### src/rtl/booth_mul8_seq.sv
// booth_mul8_seq: sequential signed 8x8->16 radix-2 Booth multiplier.
// One add/subtract-and-shift step per clock through a single shared A_S_RCA8.

// A_S_RCA8: 8-bit ripple-carry add/subtract (cin=0 add, cin=1 subtract).
module A_S_RCA8 (
  input  logic [7:0] a,
  input  logic [7:0] b,
  input  logic       cin,
  output logic [7:0] sum,
  output logic       cout
);

  logic [7:0] bx;
  logic       carry;

  // Ripple the carry bit by bit; b is inverted for subtraction.
  always_comb begin
    bx    = b ^ {8{cin}};
    carry = cin;
    sum   = '0;
    for (int i = 0; i < 8; i++) begin
      sum[i] = a[i] ^ bx[i] ^ carry;
      carry  = (a[i] & bx[i]) | (carry & (a[i] ^ bx[i]));
    end
    cout = carry;
  end

endmodule

module booth_mul8_seq (
  input  logic        clk,
  input  logic        rst,
  input  logic        start,
  input  logic [7:0]  multiplicand,
  input  logic [7:0]  multiplier,
  output logic        busy,
  output logic        done,
  output logic [15:0] product
);

  localparam int unsigned W  = 8;
  localparam int unsigned CW = 3;

  localparam logic [1:0] S_IDLE = 2'd0;
  localparam logic [1:0] S_RUN  = 2'd1;
  localparam logic [1:0] S_DONE = 2'd2;

  logic [1:0]    state;
  logic [1:0]    next_state;
  logic [W-1:0]  m_reg;
  logic [W-1:0]  acc;
  logic [W-1:0]  q_reg;
  logic          q_m1;
  logic [CW-1:0] cnt;

  logic          sub;
  logic          step_en;
  logic [W-1:0]  sum;
  logic          unused_cout;
  logic          ovf;
  logic          sgn;
  logic [W-1:0]  t;

  // Booth recoding: 10 subtracts M, 01 adds M, 00/11 shift only.
  assign sub     = q_reg[0] & ~q_m1;
  assign step_en = q_reg[0] ^ q_m1;

  A_S_RCA8 u_rca (
    .a    (acc),
    .b    (m_reg),
    .cin  (sub),
    .sum  (sum),
    .cout (unused_cout)
  );

  // True sign of the add/subtract result so M = -128 shifts correctly.
  always_comb begin
    ovf = (acc[W-1] == (m_reg[W-1] ^ sub)) && (sum[W-1] != acc[W-1]);
    if (step_en) begin
      t   = sum;
      sgn = sum[W-1] ^ ovf;
    end else begin
      t   = acc;
      sgn = acc[W-1];
    end
  end

  // State register.
  always_ff @(posedge clk or posedge rst) begin
    if (rst) state <= S_IDLE;
    else     state <= next_state;
  end

  // Next-state logic.
  always_comb begin
    next_state = state;
    case (state)
      S_IDLE:  if (start) next_state = S_RUN;
      S_RUN:   if (cnt == CW'(7)) next_state = S_DONE;
      S_DONE:  next_state = S_IDLE;
      default: next_state = S_IDLE;
    endcase
  end

  // Operand capture and one Booth arithmetic-shift step per RUN cycle.
  always_ff @(posedge clk or posedge rst) begin
    if (rst) begin
      m_reg <= '0;
      acc   <= '0;
      q_reg <= '0;
      q_m1  <= 1'b0;
      cnt   <= '0;
    end else begin
      case (state)
        S_IDLE: begin
          if (start) begin
            m_reg <= multiplicand;
            q_reg <= multiplier;
            acc   <= '0;
            q_m1  <= 1'b0;
            cnt   <= '0;
          end
        end
        S_RUN: begin
          acc   <= {sgn, t[W-1:1]};
          q_reg <= {t[0], q_reg[W-1:1]};
          q_m1  <= q_reg[0];
          cnt   <= cnt + CW'(1);
        end
        default: ;
      endcase
    end
  end

  // Registered status flags track the state being entered.
  always_ff @(posedge clk or posedge rst) begin
    if (rst) begin
      busy <= 1'b0;
      done <= 1'b0;
    end else begin
      busy <= (next_state == S_RUN);
      done <= (next_state == S_DONE);
    end
  end

  assign product = {acc, q_reg};

endmodule
### config.mk
export PLATFORM = sky130hd
export DESIGN_NAME = booth_mul8_seq
export DESIGN_NICKNAME = d
export VERILOG_FILES = /design/src/rtl/booth_mul8_seq.sv
export SDC_FILE = /design/constraint.sdc
export NUM_CORES = 1
export LEC_CHECK = 0
export CAP_MARGIN = 20
export CORE_ASPECT_RATIO = 0.7
export CORE_MARGIN = 2
export CORE_UTILIZATION = 50
export CTS_BUF_LIST = sky130_fd_sc_hd__clkbuf_8
export DETAILED_ROUTE_END_ITERATION = 12
export PLACE_DENSITY_LB_ADDON = 0.08
export SLEW_MARGIN = 20
export SYNTH_ARGS = -nofsm -noshare
export SYNTH_HDL_FRONTEND = slang
export SYNTH_SLANG_ARGS = --single-unit
### constraint.sdc
create_clock -name clk -period 4.4 [get_ports clk]
set_clock_uncertainty 0.05 [all_clocks]
set_input_delay 0.44 -clock clk [delete_from_list [all_inputs] [get_ports clk]]
set_output_delay 0.44 -clock clk [all_outputs]
set_load 0.005 [all_outputs]
==> flow_summary.ini, run 1 <==
[logic_synthesis]
synth.avg_cell_area_um2 = 10.9
yosysMostFrequentCell = dfrtp_1
synth_cell_types = 30
netlist_area_um2 = 1720
synth_top_area_cell = dfrtp_1
synth_top_flop_cell = dfrtp_1
synth_common_cells = 32 x dfrtp_1, 15 x nand2_1, 15 x o21ai_0, 14 x a21oi_1, 9 x inv_1
async_flop_share_pct = 100
synth_top_area_share_pct = 46.6
synth_seq_cells = 32
synth_fp_nets = 185
seq_area_frac_synth_pct = 46.6
synth-warning-count = 0
yosys-top-cells-area = dfrtp_1 47%, fa_1 7.0%, mux2_2 5.2%
synth_edf_count = 0
netlist_instances = 157

[timing]
tightestPinTransition_ps = 837
period_share_pct = 92.1
tns_ps = 0
final_max_slew_viol_count = 0
rsz0062_at_grt = false
max_freq_mhz = 247
final-hold-violation-count = 0
period_needed_ps = 4050
whs_ps = 459
setup_violations = 0
relSlewSlack_pct = 44.1

[final_layout]
fin_area_um2 = 2170
fillCellCount = 248
nets = 220
final_layout_size_suffix_gt1_share_pct = 10.4
antenna_cells = 0
syn_to_final_growth_pct = 26.5
fin_util_pct = 67.6

[global_route]
grt_start_max_net_pins = 33
grt-busiest-layer = met2
grt-ovfl-total = 0
grt_pass1_wl_um = 5860
use_met3_pct = 8.19
grt_use_met2_pct = 32.3
grt_pass1_vias = 1252
track_usage_pct = 21.0
antenna_found_initial = 0
met1_usage_pct = 28.0

[power]
p_int_w = 0.00105
power_switching_share_pct = 38.2
leakage_nw = 0.958
pwr-share-seq_pct = 33.3
power_per_cell_area_nw_per_um2 = 784
ir_worst_vdd_v = 0.000417
p_clk_share_pct = 13.3
power.switching_w = 0.000650
finalPower_w = 0.00170
p_comb_share_pct = 53.4

[clock_tree]
cts_sinks = 32
cts_setup_buffers = 0
clkTransAtPathRegs_ps = 60
cts-root-buf = clkbuf_8
cts_inserted_buffers = 5
tritoncts = built
clk_latency_ps = 280
clk_path_buf_depth = 2
ctsResizeCount = 0
postCtsHoldBufs = 0
htree_levels = 2

[place]
dpl.hpwl_um = 2500
postPlaceCellArea_um2 = 2080
gp_congestion = 0.771
portBuffers = 36

[floorplanning]
io_pins = 37
die_y_um = 53.0
initial_core_util_pct = 53.4
coreArea_um2 = 3210
num_rows = 17
design.die.area_um2 = 3930
dieWidth_um = 74.0

[drt]
wire_per_inst_um = 14.5
drt_wl_total_um = 3480
viasPerCell = 5.14
drtAntennaViolNets = 0
dr.pass1.iters = 4
vias = 1233
drc = 0
drtIter0Drc = 33

[critical_path]
crit_path_end_kind = flip-flop
cp-start-kind = flip-flop
required_ps = 4510
reg2reg_depth = 15
critical_path_class = flip-flop to flip-flop
cp_max_fo = 9
reg2reg_slack_ps = 350
arrival_ps = 4160

[job]
maxCapViolations = 0

[hold_path]
holdPathStages = 2
hold_path.class = flip-flop to flip-flop

[run_status]
status = finished, final reports clean
==> cell usage in the layout, fill, tap and decap left out, types with 2 or more instances in the layout <==
cell / instances
clkdlybuf4s50_1: 36
a22o_1: 4
mux2_2: 8
and2_1: 2
nor2_1: 6
mux2i_1: 3
xnor2_1: 7
nor2b_1: 3
nand2_1: 15
nand2b_1: 4
dfrtp_1: 32
ha_1: 2
a21oi_1: 14
fa_1: 6
and3b_1: 6
clkbuf_8: 6
o21ai_0: 15
xor2_1: 2
inv_1: 11
==> critical path, stage by stage, from the launching register on <==
cell	delay, ps
dfrtp_1	390
inv_1	70
ha_2	330
xnor2_1	140
fa_1	410
fa_1	370
inv_1	80
fa_1	160
inv_1	50
fa_1	370
fa_1	390
fa_1	420
xor3_1	390
nor2_2	110
xnor2_1	120
o21ai_1	70
==> final timing paths <==
| path | to | start |
|---|---|---|
| min in group asynchronous | acc[3] | rst |
| min reg2reg | q_reg[3] | q_reg[3] |
| max | acc[6] | q_m1 |
| max in group asynchronous | cnt[0] | rst |
| min | q_reg[3] | q_reg[3] |
| max reg2reg | acc[6] | q_m1 |
==> logic make-up after synthesis <==
kind of cell / synth area share [%]
compound gates: 12.3
xor+xnor: 5.98
fa+ha+maj: 9.77
buf+inv: 5.68
flops: 46.6
mux: 7.00
simple gates: 12.6
==> cell type report <==
| cell class | count | area, um2 | share of cell area (%) |
|---|---|---|---|
| Sequential cell | 32 | 801 | 36.9 |
| Tap cell | 47 | 58.8 | 2.71 |
| Clock inverter | 2 | 7.51 | 0.346 |
| Inverter | 9 | 33.8 | 1.56 |
| Timing Repair Buffer | 37 | 368 | 16.9 |
| Multi-Input combinational cell | 107 | 821 | 37.8 |
| Clock buffer | 6 | 82.6 | 3.80 |
==> power groups by stage <==
stage	registers [W]	logic [W]	clock network, W
floorplan	0.000531	0.000666	0
global placement	0.000562	0.000853	0
detailed placement	0.000571	0.000908	0
CTS	0.000567	0.000917	0.000232
global route	0.000591	0.00103	0.000249
finish	0.000568	0.000910	0.000226
==> metal layers <==
metal / vias to the layer above / routed length [um] / share of wire (%)
met4: 0 / 14 / 0.40
met1: 616 / 1660 / 48
met3: 2 / 145 / 4.2
li1: 589 / - / -
met2: 26 / 1660 / 48
met5: - / 0 / 0
==> per-stage QoR <==
stage | setup WS [ps] | std cells
finish | 349 | 240
global route | 156 | 240
CTS | 169 | 240
detailed placement | 183 | 232
global placement | 390 | 232
floorplan | 539 | 157
No activity file was read; power rests on OpenSTA's default activity.
==> inputs of run 2 (changes only) <==
--- a/config.mk
+++ b/config.mk
@@ -7,8 +7,7 @@
 export LEC_CHECK = 0
 export CAP_MARGIN = 20
 export CORE_ASPECT_RATIO = 0.7
-export CORE_MARGIN = 2
-export CORE_UTILIZATION = 50
+export CORE_UTILIZATION = 35
 export CTS_BUF_LIST = sky130_fd_sc_hd__clkbuf_8
 export DETAILED_ROUTE_END_ITERATION = 12
 export PLACE_DENSITY_LB_ADDON = 0.08
==> run 2 against run 1 <==
Effect of this change:
- non-clock buffer count is 1 higher
- via count is 2.3% lower
- design area is 1.3% higher
- first-iteration DRC count is 67% higher
- total power is 1.9% lower
- sequential share of layout area is 0.48 points lower
- cell count is 8.3% higher
- global-route usage is 6.1 points lower
- die area is 32% higher
- maximum frequency is 3.6% higher
- register-to-register slack better by 140 ps
- clock-buffer cell count stayed put
- critical path type unchanged
==> flow_summary.ini, run 2 (same netlist as run 1, synthesis figures left out) <==
[critical_path]
crit_chain = ha_1 -> xnor2_1 -> fa_1 -> fa_1 -> inv_1 -> fa_1 -> inv_1 -> fa_1 -> fa_1 -> fa_1 -> xor3_1 -> nor2_2 -> xnor2_1 -> o21ai_1
cp_max_fo = 4
r2r_start = q_reg[0]
slowest_stage = dfrtp_1
required_ps = 4510
cp-start-kind = flip-flop
max_stage_delay_ps = 420
critical_path_class = flip-flop to flip-flop
cp_common_cell = fa_1
crit_path_end_kind = flip-flop
crit_family = adder cells
r2r-end = acc[6]
reg2reg_slack_ps = 490
reg2reg_depth = 14
cp_num_buf_inv = 2
arrival_ps = 4020

[drt]
dr.pass1.iters = 4
wire_per_inst_um = 12.9
drtIter0Drc = 55
viasPerCell = 4.63
drc = 0
vias = 1205
drtAntennaViolNets = 0
drt_wl_total_um = 3360

[job]
maxCapViolations = 0

[global_route]
grt_start_max_net_pins = 33
track_usage_pct = 14.9
grt-ovfl-total = 0
grt_pass1_vias = 1237
antenna_found_initial = 0
grt_pass1_wl_um = 5770

[timing]
relSlewSlack_pct = 46.5
tightestPinTransition_ps = 801
tns_ps = 0
final_max_slew_viol_count = 0
period_share_pct = 88.9
setup_violations = 0
period_needed_ps = 3910
rsz0062_at_grt = false
max_freq_mhz = 256
final-hold-violation-count = 0

[clock_tree]
clkTransAtPathRegs_ps = 60
cts-root-buf = clkbuf_8
postCtsHoldBufs = 0
ctsResizeCount = 0
cts_inserted_buffers = 5
cts_sinks = 32
tritoncts = built
cts_setup_buffers = 0
clk_path_buf_depth = 2
clk_latency_ps = 280
htree_levels = 2

[floorplanning]
io_pins = 37
dieWidth_um = 85.7
initial_core_util_pct = 37.9
design.die.area_um2 = 5190
coreArea_um2 = 4530
num_rows = 20
die_y_um = 60.6

[hold_path]
min_to = cnt[0]
holdPathStages = 1
hp-start = cnt[0]
hold_path.class = flip-flop to flip-flop

[run_status]
status = finished, final reports clean

[power]
finalPower_w = 0.00167
power_per_cell_area_nw_per_um2 = 759
leakage_nw = 0.964
ir_worst_vdd_v = 0.000273

[final_layout]
final_layout_size_suffix_gt1_share_pct = 10.3
fin_util_pct = 48.6
nets = 221
syn_to_final_growth_pct = 28.2
layout_common_cells = 36 x clkdlybuf4s50_1, 32 x dfrtp_1, 15 x nand2_1, 15 x o21ai_0, 14 x a21oi_1
antenna_cells = 0
final_common_cell = clkdlybuf4s50_1

[place]
gp_congestion = 0.732
portBuffers = 36
dpl.hpwl_um = 2370
[run 2: how the worst max path moves through the flow]
stage | start | to | slack [ps] | cells past startpoint
2_1_floorplan | q_reg[0] | acc[6] | 540 | 15
3_5_place_dp | q_reg[0] | acc[6] | 480 | 14
5_1_grt | q_reg[0] | acc[6] | 330 | 14
4_1_cts | q_reg[0] | acc[6] | 470 | 14
3_3_place_gp | q_reg[0] | acc[6] | 570 | 14
6_report | q_reg[0] | acc[6] | 490 | 14
[run 2: cell type report]
cell class	instances	area [um2]
Fill cell	432	2330
Multi-Input combinational cell	107	818
Sequential cell	32	801
Timing Repair Buffer	38	375
Clock buffer	6	82.6
Tap cell	66	82.6
Inverter	9	33.8
Clock inverter	2	7.51
[run 2: power by group]
group | switching (W) | internal [W]
Clock | 0.000102 | 0.000123
Sequential | 0.000129 | 0.000433
Combinational | 0.000394 | 0.000491
Total | 0.000625 | 0.00105
[run 2: stage by stage]
| stage | cell area (um2) | std cells | hold WS (ps) | setup slack (ps) |
|---|---|---|---|---|
| final | 2200 | 260 | 453 | 489 |
| after global routing | 2200 | 260 | 471 | 334 |
| after CTS | 2200 | 260 | 458 | 470 |
| after detailed placement | 2110 | 252 | 447 | 482 |
| after global placement | 2110 | 252 | 437 | 573 |
| after floorplan | 1720 | 157 | 415 | 539 |
[run 2: layer usage]
metal  global-route usage [%]  wire [um]
met2                     23.9       1490
met3                     4.08        149
met4                     5.71         34
met1                     19.7       1690
met5                        0          0
==> inputs of run 3 (changes only) <==
--- a/config.mk
+++ b/config.mk
@@ -8,7 +8,8 @@
 export CAP_MARGIN = 20
 export CORE_ASPECT_RATIO = 0.7
 export CORE_UTILIZATION = 35
-export CTS_BUF_LIST = sky130_fd_sc_hd__clkbuf_8
+export CTS_BUF_LIST = sky130_fd_sc_hd__clkbuf_16
+export CTS_CLUSTER_SIZE = 16
 export DETAILED_ROUTE_END_ITERATION = 12
 export PLACE_DENSITY_LB_ADDON = 0.08
 export SLEW_MARGIN = 20
==> run 3 against run 2 <==
Effect of this change:
- wire length rose by 1.7%
- combinational power rose by 0.6%
- sequential cell count did not move
- register-to-register slack barely moved
- clock power rose by 41%
- maximum frequency rose by 0.20%
- total power rose by 5.9%
- cell count did not move
- critical endpoint unchanged
- largest cell class unchanged
==> flow_summary.ini, run 3 (same netlist as run 1, synthesis figures left out) <==
[critical_path]
crit_chain = ha_1 -> xnor2_1 -> fa_1 -> fa_1 -> inv_1 -> fa_1 -> inv_1 -> fa_1 -> fa_1 -> fa_1 -> xor3_1 -> nor2_2 -> xnor2_1 -> o21ai_1
crit_path_start = q_reg[0]
required_ps = 4500
critical_path_class = flip-flop to flip-flop
cp_max_fo = 4
max_stage_delay_ps = 420
cp-start-kind = flip-flop
crit_path_end_kind = flip-flop
slowest_stage = fa_1
cp_common_cell = fa_1
r2r_start = q_reg[0]
arrival_ps = 4000
cp_num_buf_inv = 2
crit_family = adder cells

[final_layout]
final_layout_size_suffix_gt1_share_pct = 9.79
syn_to_final_growth_pct = 30.9
fin_util_pct = 49.6
seqCellArea_um2 = 801
final_common_cell = clkdlybuf4s50_1
layout_common_cells = 36 x clkdlybuf4s50_1, 32 x dfrtp_1, 15 x nand2_1, 15 x o21ai_0, 14 x a21oi_1
fin_area_um2 = 2250
antenna_cells = 0
nets = 221
multi_input_area_um2 = 818
fillCellCount = 425

[drt]
drtAntennaViolNets = 0
viasPerCell = 4.68
drtIter0Drc = 43
vias = 1218
wire_per_inst_um = 13.2
drt_wl_total_um = 3420
drc = 0
dr.pass1.iters = 4

[timing]
setup_violations = 0
rsz0062_at_grt = false
relSlewSlack_pct = 45.7
setup_ws_ps = 497
final-hold-violation-count = 0
max_freq_mhz = 256
period_share_pct = 88.7
final_max_slew_viol_count = 0
tightestPinTransition_ps = 813
period_needed_ps = 3900
tns_ps = 0
whs_ps = 452

[global_route]
grt_start_max_net_pins = 33
grt-ovfl-total = 0
grt_pass1_wl_um = 5840
track_usage_pct = 15.2
antenna_found_initial = 0
grt_pass1_vias = 1259

[clock_tree]
cts_setup_buffers = 0
clkTransAtPathRegs_ps = 50
htree_levels = 2
tritoncts = built
ctsResizeCount = 0
cts-root-buf = clkbuf_16
clk_path_buf_depth = 2
clk_latency_ps = 270
postCtsHoldBufs = 0
cts_inserted_buffers = 5
cts_sinks = 32

[place]
portBuffers = 36
gp_congestion = 0.732
dp_slack_ps = 482
dpl.hpwl_um = 2370
postPlaceCellArea_um2 = 2110

[floorplanning]
die_y_um = 60.6
io_pins = 37
coreArea_um2 = 4530
num_rows = 20
design.die.area_um2 = 5190
initial_core_util_pct = 37.9
dieWidth_um = 85.7

[hold_path]
hp-start = cnt[0]
hold_path.class = flip-flop to flip-flop

[run_status]
status = finished, final reports clean

[job]
maxCapViolations = 0

[power]
leakage_nw = 0.984
power_per_cell_area_nw_per_um2 = 788
ir_worst_vdd_v = 0.000283
-- run 3: metal layers --
metal | global-route usage, % | wire length [um]
met1 | 19.6 | 1740
met4 | 6.67 | 56
met2 | 24.1 | 1490
met3 | 4.63 | 136
met5 | 0 | 0
-- run 3: final timing paths --
check	to	slack, ps	cells past startpoint
setup / recovery	acc[6]	500	14
hold / removal	cnt[0]	450	1
setup reg to reg	acc[6]	500	14
hold reg to reg	cnt[0]	450	1
max in group asynchronous	cnt[0]	3490	3
min in group asynchronous	acc[1]	510	3
-- run 3: power by group --
group	internal, W	switching, W
Combinational	0.000491	0.000400
Sequential	0.000433	0.000130
Clock	0.000203	0.000114
Total	0.00113	0.000644
-- run 3: through the flow --
step,power (W),cells
6_report,0.00177,260
3_3_place_gp,0.00143,252
2_1_floorplan,0.00120,157
3_5_place_dp,0.00147,252
5_1_grt,0.00194,260
4_1_cts,0.00180,260
-- run 3: worst reg2reg max path: cells and delay by family (launching register included) --
family	cells	cell delay [ps]
flip-flops	1	410
AO/OA/AOI/OAI	1	70
adder cells (fa/ha/maj)	7	2370
buffers and inverters	2	120
AND/OR/NAND/NOR	1	100
XOR/XNOR	3	660
-- run 3: area by class of cell --
| class | count | share of cell area [%] |
|---|---|---|
| inverter | 9 | 1.50 |
| clock inverter | 3 | 0.501 |
| timing repair buffer | 38 | 16.7 |
| sequential | 32 | 35.6 |
| tap | 66 | 3.67 |
| clock buffer | 5 | 5.57 |
| multi-input combinational | 107 | 36.4 |
